### src/rtl/rsa_xcel_naive_mul_rem.sv
// rtl/rsa_xcel_naive_mul_rem.sv - bit-serial (a * b) mod n responder with val/rdy streams
module rsa_xcel_naive_mul_rem (
    input  logic        clk,
    input  logic        reset,
    input  logic [95:0] istream_msg,
    input  logic        istream_val,
    output logic        istream_rdy,
    output logic [31:0] ostream_msg,
    output logic        ostream_val,
    input  logic        ostream_rdy
);

    typedef enum logic [1:0] {
        IDLE   = 2'd0,
        REDUCE = 2'd1,
        MULT   = 2'd2,
        DONE   = 2'd3
    } state_t;

    state_t      state;
    logic [4:0]  counter;
    logic [31:0] acc;
    logic [31:0] a_reg;
    logic [31:0] b_reg;
    logic [31:0] n_reg;
    logic [31:0] a_red;
    logic [31:0] result;

    // Intermediates are 33 bits wide so n up to 0xFFFFFFFF never loses the carry.
    logic [32:0] n_ext;
    logic [32:0] red_shift;
    logic [32:0] red_next;
    logic [32:0] mul_dbl;
    logic [32:0] mul_dbl_red;
    logic [32:0] mul_add;
    logic [32:0] mul_next;

    // Handshake signals depend on the state register only.
    assign istream_rdy = (state == IDLE);
    assign ostream_val = (state == DONE);
    assign ostream_msg = result;

    // One restoring-remainder step and one interleaved multiply step per cycle.
    always_comb begin
        n_ext       = {1'b0, n_reg};

        red_shift   = {acc, a_reg[counter]};
        red_next    = (red_shift >= n_ext) ? (red_shift - n_ext) : red_shift;

        mul_dbl     = {acc, 1'b0};
        mul_dbl_red = (mul_dbl >= n_ext) ? (mul_dbl - n_ext) : mul_dbl;
        mul_add     = b_reg[counter] ? (mul_dbl_red + {1'b0, a_red}) : mul_dbl_red;
        mul_next    = (mul_add >= n_ext) ? (mul_add - n_ext) : mul_add;
    end

    // Control FSM and datapath registers; acc < n holds after every step, so bit 32 is dropped safely.
    always_ff @(posedge clk or negedge reset) begin
        if (!reset) begin
            state   <= IDLE;
            counter <= 5'd0;
            acc     <= 32'd0;
            a_reg   <= 32'd0;
            b_reg   <= 32'd0;
            n_reg   <= 32'd0;
            a_red   <= 32'd0;
            result  <= 32'd0;
        end else begin
            case (state)
                IDLE: begin
                    if (istream_val) begin
                        a_reg <= istream_msg[31:0];
                        b_reg <= istream_msg[63:32];
                        n_reg <= istream_msg[95:64];
                        if (istream_msg[95:64] == 32'd0) begin
                            result <= 32'd0;
                            state  <= DONE;
                        end else begin
                            counter <= 5'd31;
                            acc     <= 32'd0;
                            state   <= REDUCE;
                        end
                    end
                end
                REDUCE: begin
                    if (counter == 5'd0) begin
                        a_red   <= red_next[31:0];
                        acc     <= 32'd0;
                        counter <= 5'd31;
                        state   <= MULT;
                    end else begin
                        acc     <= red_next[31:0];
                        counter <= counter - 5'd1;
                    end
                end
                MULT: begin
                    if (counter == 5'd0) begin
                        result <= mul_next[31:0];
                        acc    <= mul_next[31:0];
                        state  <= DONE;
                    end else begin
                        acc     <= mul_next[31:0];
                        counter <= counter - 5'd1;
                    end
                end
                DONE: begin
                    if (ostream_rdy) begin
                        state <= IDLE;
                    end
                end
                default: state <= IDLE;
            endcase
        end
    end

endmodule

### config.mk
export PLATFORM = sky130hd
export DESIGN_NAME = rsa_xcel_naive_mul_rem
export DESIGN_NICKNAME = d
export VERILOG_FILES = /design/src/rtl/rsa_xcel_naive_mul_rem.sv
export SDC_FILE = /design/constraint.sdc
export NUM_CORES = 1
export LEC_CHECK = 0
export CAP_MARGIN = 0
export CORE_MARGIN = 3
export CORE_UTILIZATION = 30
export DETAILED_ROUTE_END_ITERATION = 10
export GPL_ROUTABILITY_DRIVEN = 0
export SLEW_MARGIN = 10
export SYNTH_ARGS = -nofsm -noshare
export SYNTH_HDL_FRONTEND = slang
export SYNTH_SLANG_ARGS = --single-unit
### constraint.sdc
create_clock -name clk -period 8.5 [get_ports clk]
set_input_delay 2.55 -clock clk [delete_from_list [all_inputs] [get_ports clk]]
set_output_delay 2.55 -clock clk [all_outputs]
set_load 0.05 [all_outputs]
==> flow_summary.html, run 1 <==
<table>
<tr><th>Metric</th><th>Value</th></tr>
<tr><th colspan="2">Synthesis</th></tr>
<tr><td>Area share of the largest cell type after synthesis</td><td>31.6%</td></tr>
<tr><td>Cell type with the highest aggregate area in the netlist</td><td>sky130_fd_sc_hd__dfrtp_1</td></tr>
<tr><td>Number of distinct library cell variants in the gate-level netlist after synthesis</td><td>87</td></tr>
<tr><td>Area fraction in compound gates after synthesis</td><td>20.6%</td></tr>
<tr><td>Fraction of synthesis flops using an asynchronous set or reset pin</td><td>100%</td></tr>
<tr><td>Post-Synthesis Mean Instance Area</td><td>8.90 sq um</td></tr>
<tr><td>Synth Warn #</td><td>0</td></tr>
<tr><td>Largest family of logic cells by synthesized area</td><td>compound AO/OA/AOI/OAI gates</td></tr>
<tr><td>Synthesized instance count</td><td>1,769</td></tr>
<tr><td>Netlist area before placement</td><td>15,700 sq um</td></tr>
<tr><td>Net count after synthesis</td><td>1,975</td></tr>
<tr><td>Xor and xnor fraction of the mapped netlist area</td><td>6.01%</td></tr>
<tr><td>Ranking of synthesized cells by area</td><td>sky130_fd_sc_hd__dfrtp_1 32%, sky130_fd_sc_hd__mux2_2 9.4%, sky130_fd_sc_hd__ha_1 8.1%</td></tr>
<tr><td>Number of synthesized flops with an enable pin</td><td>0</td></tr>
<tr><td>Share of synthesized cell area in and, or, nand and nor gates</td><td>13.9%</td></tr>
<tr><td>Area share of fa/ha/maj cells after synthesis</td><td>8.61%</td></tr>
<tr><td>Sequential element share of the synthesized area</td><td>31.6%</td></tr>
<tr><td>Ys flop type</td><td>sky130_fd_sc_hd__dfrtp_1</td></tr>
<tr><td>Share of synthesized area spent on multiplexers</td><td>14.5%</td></tr>
<tr><td>Seq cells post-synth</td><td>199</td></tr>
<tr><th colspan="2">Global routing</th></tr>
<tr><td>Wire length of the first global-routing pass</td><td>83,300 um</td></tr>
<tr><td>Total track usage</td><td>19.2%</td></tr>
<tr><td>Congestion Overflow GR</td><td>0</td></tr>
<tr><td>Largest net degree at the start of global routing</td><td>84</td></tr>
<tr><td>Number of antenna violations at the first check in global routing</td><td>0</td></tr>
<tr><td>Number of global-route vias before repair</td><td>14,100</td></tr>
<tr><th colspan="2">Critical path</th></tr>
<tr><td>Flop2flop setup slack</td><td>460 ps</td></tr>
<tr><td>Crit-path max cell delay</td><td>440 ps</td></tr>
<tr><td>Startpoint class of the critical path</td><td>register</td></tr>
<tr><td>Worst setup EP type</td><td>register</td></tr>
<tr><td>Capture instance of the worst register-to-register path</td><td>acc[11]</td></tr>
<tr><td>Cell with the biggest individual delay on the critical path</td><td>sky130_fd_sc_hd__fa_1</td></tr>
<tr><td>Crit path required time</td><td>8810 ps</td></tr>
<tr><td>Critical path start-end classification</td><td>register to register</td></tr>
<tr><td>Crit-path most repeated cell</td><td>sky130_fd_sc_hd__a21o_1</td></tr>
<tr><td>Number of cells on the worst reg-to-reg path</td><td>30</td></tr>
<tr><td>R2r startpoint</td><td>n_reg[12]</td></tr>
<tr><td>Biggest fanout along the worst timing path</td><td>18</td></tr>
<tr><td>CP Data Arrival Time</td><td>8350 ps</td></tr>
<tr><th colspan="2">Clocking</th></tr>
<tr><td>Library cell used as clock root buffer</td><td>sky130_fd_sc_hd__clkbuf_16</td></tr>
<tr><td>Number of buffers between clock root and the deepest sink</td><td>2</td></tr>
<tr><td>Clock sink count</td><td>199</td></tr>
<tr><td>Clk_lat worst skew</td><td>480 ps</td></tr>
<tr><td>Clock H-tree levels</td><td>4</td></tr>
<tr><td>Clock buffer count from CTS</td><td>17</td></tr>
<tr><td>Clock-pin slew of the registers on the worst-case setup and hold paths</td><td>80 ps</td></tr>
<tr><td>Clock tree from TritonCTS</td><td>yes</td></tr>
<tr><td>CTS Hold Bufs</td><td>0</td></tr>
<tr><th colspan="2">Cells and area</th></tr>
<tr><td>Number of diodes added for antenna fixing</td><td>0</td></tr>
<tr><td>Commonest non-fill, non-tap cell in the layout</td><td>sky130_fd_sc_hd__nand2_1</td></tr>
<tr><td>Area of all placed cells without fillers</td><td>18,200 sq um</td></tr>
<tr><td>Area growth from synthesis to final layout</td><td>15.7%</td></tr>
<tr><td>Area of the multi-input gates</td><td>10,100 sq um</td></tr>
<tr><td>Count of filler cells inserted in the layout</td><td>5,240</td></tr>
<tr><td>Total number of nets in the final design</td><td>2,042</td></tr>
<tr><td>Ratio of cells with drive above 1 in the final layout</td><td>12.3%</td></tr>
<tr><td>Share of the core filled with cells in the final layout</td><td>35.3%</td></tr>
<tr><td>Most frequent cells in the layout</td><td>232 x sky130_fd_sc_hd__nand2_1, 199 x sky130_fd_sc_hd__dfrtp_1, 163 x sky130_fd_sc_hd__o21ai_0, 138 x sky130_fd_sc_hd__a21oi_1, 132 x sky130_fd_sc_hd__clkdlybuf4s50_1</td></tr>
<tr><td>Sequential cell area</td><td>4980 sq um</td></tr>
<tr><th colspan="2">Routing</th></tr>
<tr><td>Via density per instance</td><td>5.58</td></tr>
<tr><td>Count of antenna-violating nets left after detailed routing</td><td>0</td></tr>
<tr><td>Routed length per placed instance</td><td>21.3 um</td></tr>
<tr><td>DRC Markers</td><td>0</td></tr>
<tr><td>First-pass detailed-route iteration total</td><td>6</td></tr>
<tr><td>1st-iter DRT viols</td><td>1,453</td></tr>
<tr><td>DRT Wirelength</td><td>53,700 um</td></tr>
<tr><td>Total number of vias</td><td>14,100</td></tr>
<tr><th colspan="2">STA</th></tr>
<tr><td>Actual slew at the worst max-slew pin</td><td>1150 ps</td></tr>
<tr><td>Final period demand of the worst path</td><td>8040 ps</td></tr>
<tr><td>Final sum of negative setup slack</td><td>0 ps</td></tr>
<tr><td>Worst slew margin</td><td>23.1%</td></tr>
<tr><td>Worst hold-check slack</td><td>480 ps</td></tr>
<tr><td>Final hold vios</td><td>0</td></tr>
<tr><td>Worst Skew</td><td>18.8 ps</td></tr>
<tr><td># setup viols final</td><td>0</td></tr>
<tr><td>Timing-limited maximum frequency</td><td>124 MHz</td></tr>
<tr><td>Share of the clock period used by the worst path</td><td>94.6%</td></tr>
<tr><td>Final number of max-transition violations</td><td>0</td></tr>
<tr><td>Unrepaired setup endpoints after global routing</td><td>no</td></tr>
<tr><th colspan="2">Floorplan</th></tr>
<tr><td>Number of ports placed on the die boundary</td><td>134</td></tr>
<tr><td>Starting utilization of the core area</td><td>30.5%</td></tr>
<tr><td>DIE AREA</td><td>55,300 sq um</td></tr>
<tr><td>Chip Height</td><td>235 um</td></tr>
<tr><td>Count of standard-cell rows</td><td>83</td></tr>
<tr><td>Horiz. Die Dim</td><td>235 um</td></tr>
<tr><td>Core Area</td><td>51,600 sq um</td></tr>
<tr><th colspan="2">Min path</th></tr>
<tr><td>Hold path cells</td><td>2</td></tr>
<tr><td>End point of the most critical hold path</td><td>ostream_msg[16]</td></tr>
<tr><td>Launch point of the worst hold path</td><td>ostream_msg[16]</td></tr>
<tr><td>Worst Hold Class</td><td>register to register</td></tr>
<tr><th colspan="2">Place</th></tr>
<tr><td>Number of buffers added on ports</td><td>133</td></tr>
<tr><td>Post-detailed-placement cell area</td><td>17,600 sq um</td></tr>
<tr><td>Sum of net half-perimeters after detailed placement</td><td>42,200 um</td></tr>
<tr><th colspan="2">Outcome</th></tr>
<tr><td>Status</td><td>complete, no violations</td></tr>
<tr><th colspan="2">Run</th></tr>
<tr><td>Number of violations of the max-capacitance limit</td><td>0</td></tr>
</table>
[layout make-up]
cell class	instances	share of cell area, %
sequential	199	27.3
clock inverter	14	1.08
clock buffer	17	2.33
tap	680	4.67
multi-input combinational	1400	55.2
timing repair buffer	148	7.94
inverter	70	1.45
[metal layers]
metal	global-route usage (%)	share of wire (%)	wire length (um)	vias up
met1	25.3	43	23100	6843
met2	31.0	45	24400	607
met3	3.48	7.3	3930	123
li1	-	-	-	6538
met4	8.03	4.3	2310	0
met5	0	0	0	-
[synth_stat cells, types with 26 or more instances]
master                     number
sky130_fd_sc_hd__xor2_1        47
sky130_fd_sc_hd__clkbuf_1      44
sky130_fd_sc_hd__mux2_2       131
sky130_fd_sc_hd__ha_1         102
sky130_fd_sc_hd__xnor2_1       61
sky130_fd_sc_hd__inv_1         67
sky130_fd_sc_hd__a21o_1        36
sky130_fd_sc_hd__nand2_1      234
sky130_fd_sc_hd__mux2i_1       34
sky130_fd_sc_hd__dfrtp_1      199
sky130_fd_sc_hd__nand4_1       26
sky130_fd_sc_hd__a21oi_1      138
sky130_fd_sc_hd__o21ai_0      164
sky130_fd_sc_hd__nand3_1       28
sky130_fd_sc_hd__buf_2         27
sky130_fd_sc_hd__nor2_1        89
[cells by family after synthesis]
group / after synthesis
compound gates: 520
xor+xnor: 108
fa+ha+maj: 106
buf+inv: 170
flops: 199
mux: 185
simple gates: 481
[worst max path at each step]
stage,slack [ps],end,cells past startpoint,from
after global routing,70,acc[11],30,n_reg[22]
after CTS,210,acc[13],27,acc[2]
final,460,acc[11],30,n_reg[12]
after detailed placement,270,acc[13],27,acc[2]
after global placement,340,acc[30],29,acc[2]
after floorplan,1500,ostream_msg[18],31,acc[17]
[timing repair]
item,in CTS,in global routing
hold endpoints to repair,0,0
resized for setup,0,7
setup endpoints to repair,0,48
setup buffers,0,0
[critical path: cells and delay by family (launching register included)]
kind | cells | cell delay [ps]
buffers and inverters | 3 | 680
and+or+nand+nor | 4 | 600
muxes | 1 | 290
DFF | 1 | 380
adders and majority gates | 4 | 1400
xor gates and xnor gates | 1 | 100
AOI/OAI and AO/OA | 17 | 4390
[stage by stage]
step / setup slack (ps) / instances
2_1_floorplan: 1500 / 1769
3_3_place_gp: 343 / 2497
3_5_place_dp: 270 / 2497
4_1_cts: 211 / 2528
5_1_grt: 74.2 / 2528
6_report: 463 / 2528
Power of run 1 is left out: the tool's default activity adds up to more than one toggle a clock period on the data nets, which glitch-free logic cannot reach.
==> inputs of run 2 (changes only) <==
==> constraint.sdc (replaced) <==
create_clock -name clk -period 8.5 [get_ports clk]
set_input_delay 2.125 -clock clk [delete_from_list [all_inputs] [get_ports clk]]
set_output_delay 2.125 -clock clk [all_outputs]
set_load 0.05 [all_outputs]
==> flow_summary.html, run 2 (same netlist as run 1, synthesis figures left out) <==
<table>
<tr><th>Metric</th><th>Value</th></tr>
<tr><th colspan="2">Global routing</th></tr>
<tr><td>Largest net degree at the start of global routing</td><td>92</td></tr>
<tr><td>Congestion Overflow GR</td><td>0</td></tr>
<tr><td>Number of antenna violations at the first check in global routing</td><td>1</td></tr>
<tr><td>Wire length of the first global-routing pass</td><td>83,100 um</td></tr>
<tr><td>Total track usage</td><td>19.2%</td></tr>
<tr><td>Number of global-route vias before repair</td><td>13,900</td></tr>
<tr><th colspan="2">Clocking</th></tr>
<tr><td>Clock tree from TritonCTS</td><td>yes</td></tr>
<tr><td>Clock H-tree levels</td><td>4</td></tr>
<tr><td>Clock-pin slew of the registers on the worst-case setup and hold paths</td><td>90 ps</td></tr>
<tr><td>Clock buffer count from CTS</td><td>17</td></tr>
<tr><td>Library cell used as clock root buffer</td><td>sky130_fd_sc_hd__clkbuf_16</td></tr>
<tr><td>CTS Hold Bufs</td><td>0</td></tr>
<tr><td>Number of buffers between clock root and the deepest sink</td><td>2</td></tr>
<tr><td>Clk_lat worst skew</td><td>480 ps</td></tr>
<tr><td>Clock sink count</td><td>199</td></tr>
<tr><th colspan="2">Routing</th></tr>
<tr><td>DRT Wirelength</td><td>54,000 um</td></tr>
<tr><td>First-pass detailed-route iteration total</td><td>6</td></tr>
<tr><td>1st-iter DRT viols</td><td>1,423</td></tr>
<tr><td>DRC Markers</td><td>0</td></tr>
<tr><td>Via density per instance</td><td>5.62</td></tr>
<tr><td>Routed length per placed instance</td><td>21.3 um</td></tr>
<tr><td>Total number of vias</td><td>14,300</td></tr>
<tr><td>Count of antenna-violating nets left after detailed routing</td><td>0</td></tr>
<tr><th colspan="2">Run</th></tr>
<tr><td>Number of violations of the max-capacitance limit</td><td>0</td></tr>
<tr><th colspan="2">Critical path</th></tr>
<tr><td>CP Data Arrival Time</td><td>8570 ps</td></tr>
<tr><td>Crit-path max cell delay</td><td>460 ps</td></tr>
<tr><td>Cell with the biggest individual delay on the critical path</td><td>sky130_fd_sc_hd__ha_1</td></tr>
<tr><td>Number of cells on the worst reg-to-reg path</td><td>32</td></tr>
<tr><td>Crit-path most repeated cell</td><td>sky130_fd_sc_hd__a21oi_1</td></tr>
<tr><td>Startpoint class of the critical path</td><td>register</td></tr>
<tr><td>Worst setup EP type</td><td>register</td></tr>
<tr><td>Critical path start-end classification</td><td>register to register</td></tr>
<tr><td>Biggest fanout along the worst timing path</td><td>13</td></tr>
<tr><td>Crit path required time</td><td>8810 ps</td></tr>
<tr><th colspan="2">Cells and area</th></tr>
<tr><td>Total number of nets in the final design</td><td>2,048</td></tr>
<tr><td>Ratio of cells with drive above 1 in the final layout</td><td>12.8%</td></tr>
<tr><td>Count of filler cells inserted in the layout</td><td>5,240</td></tr>
<tr><td>Share of the core filled with cells in the final layout</td><td>35.5%</td></tr>
<tr><td>Commonest non-fill, non-tap cell in the layout</td><td>sky130_fd_sc_hd__nand2_1</td></tr>
<tr><td>Area growth from synthesis to final layout</td><td>16.3%</td></tr>
<tr><td>Most frequent cells in the layout</td><td>232 x sky130_fd_sc_hd__nand2_1, 199 x sky130_fd_sc_hd__dfrtp_1, 163 x sky130_fd_sc_hd__o21ai_0, 137 x sky130_fd_sc_hd__a21oi_1, 132 x sky130_fd_sc_hd__clkdlybuf4s50_1</td></tr>
<tr><th colspan="2">STA</th></tr>
<tr><td>Actual slew at the worst max-slew pin</td><td>1330 ps</td></tr>
<tr><td>Worst slew margin</td><td>11.2%</td></tr>
<tr><td>Worst Skew</td><td>18.9 ps</td></tr>
<tr><td>Final number of max-transition violations</td><td>0</td></tr>
<tr><td>Timing-limited maximum frequency</td><td>121 MHz</td></tr>
<tr><td>Final period demand of the worst path</td><td>8250 ps</td></tr>
<tr><td># setup viols final</td><td>0</td></tr>
<tr><td>Final hold vios</td><td>0</td></tr>
<tr><td>Share of the clock period used by the worst path</td><td>97.1%</td></tr>
<tr><th colspan="2">Floorplan</th></tr>
<tr><td>Core Area</td><td>51,600 sq um</td></tr>
<tr><td>Starting utilization of the core area</td><td>30.5%</td></tr>
<tr><td>Count of standard-cell rows</td><td>83</td></tr>
<tr><td>Horiz. Die Dim</td><td>235 um</td></tr>
<tr><td>Number of ports placed on the die boundary</td><td>134</td></tr>
<tr><td>DIE AREA</td><td>55,300 sq um</td></tr>
<tr><td>Chip Height</td><td>235 um</td></tr>
<tr><th colspan="2">Outcome</th></tr>
<tr><td>Status</td><td>complete, no violations</td></tr>
<tr><th colspan="2">Min path</th></tr>
<tr><td>Hold path cells</td><td>2</td></tr>
<tr><td>Worst Hold Class</td><td>register to register</td></tr>
<tr><th colspan="2">Place</th></tr>
<tr><td>Number of buffers added on ports</td><td>133</td></tr>
<tr><td>Sum of net half-perimeters after detailed placement</td><td>42,200 um</td></tr>
</table>
## run 2: cell types whose count changed in the layout (fill, tap and decap cells not counted), moves of 2 or more
cell,change
sky130_fd_sc_hd__ha_2,+3
sky130_fd_sc_hd__buf_4,+6
sky130_fd_sc_hd__inv_6,-4
sky130_fd_sc_hd__inv_12,+2
sky130_fd_sc_hd__ha_1,-3
## run 2: what timing repair did
action                                  in CTS  in global routing
endpoints found under the setup margin      29                 50
pin swaps                                    0                  1
resized for setup                            1                 10
setup buffers                                0                  2
## run 2: stage by stage
step	worst slack (ps)	area (sq um)	cells	hold slack [ps]	TNS (ps)
6_report	245	18300	2536	482	0
5_1_grt	-31.7	18300	2535	509	-31.7
4_1_cts	57.4	18300	2533	491	0
3_5_place_dp	-155	17600	2501	463	-510
3_3_place_gp	-12.0	17600	2501	460	-12.0
2_1_floorplan	1500	15700	1769	452	0
## run 2: routing by layer
metal / up-vias / global-route usage (%) / routed length, um / share of wire [%]
li1: 6548 / - / - / -
met1: 6870 / 24.9 / 22800 / 42
met2: 702 / 30.7 / 24400 / 45
met3: 136 / 3.82 / 4280 / 7.9
met4: 0 / 8.90 / 2560 / 4.7
met5: - / 0 / 0 / 0
## run 2: path summary, 6_finish.rpt
check / slack [ps] / to / from
min reg2reg: 480 / ostream_msg[16] / ostream_msg[16]
max reg2reg: 250 / acc[30] / n_reg[10]
max in group asynchronous: 5410 / ostream_msg[22] / reset
min in group asynchronous: 1710 / b_reg[8] / reset
max: 250 / acc[30] / n_reg[10]
min: 480 / ostream_msg[16] / ostream_msg[16]
## run 2: critical path: cells and delay by family (launching register included)
family | cells | cell delay, ps
AOI/OAI and AO/OA | 18 | 4570
xor gates and xnor gates | 2 | 180
adders and majority gates | 3 | 1150
buffers and inverters | 3 | 440
DFF | 1 | 380
muxes | 1 | 300
and+or+nand+nor | 5 | 1040
## run 2: layout make-up
type                    instances  area (sq um)  area share [%]
diodes                          1          2.50          0.0137
clock buffers                  17           425            2.32
clock inverters                15           224            1.22
inverters                      70           264            1.44
multi-input cells            1400         10100            55.0
flip-flops and latches        199          4980            27.2
well taps                     680           851            4.65
repair buffers                154          1490            8.15
Power of run 2 is left out for the same reason.
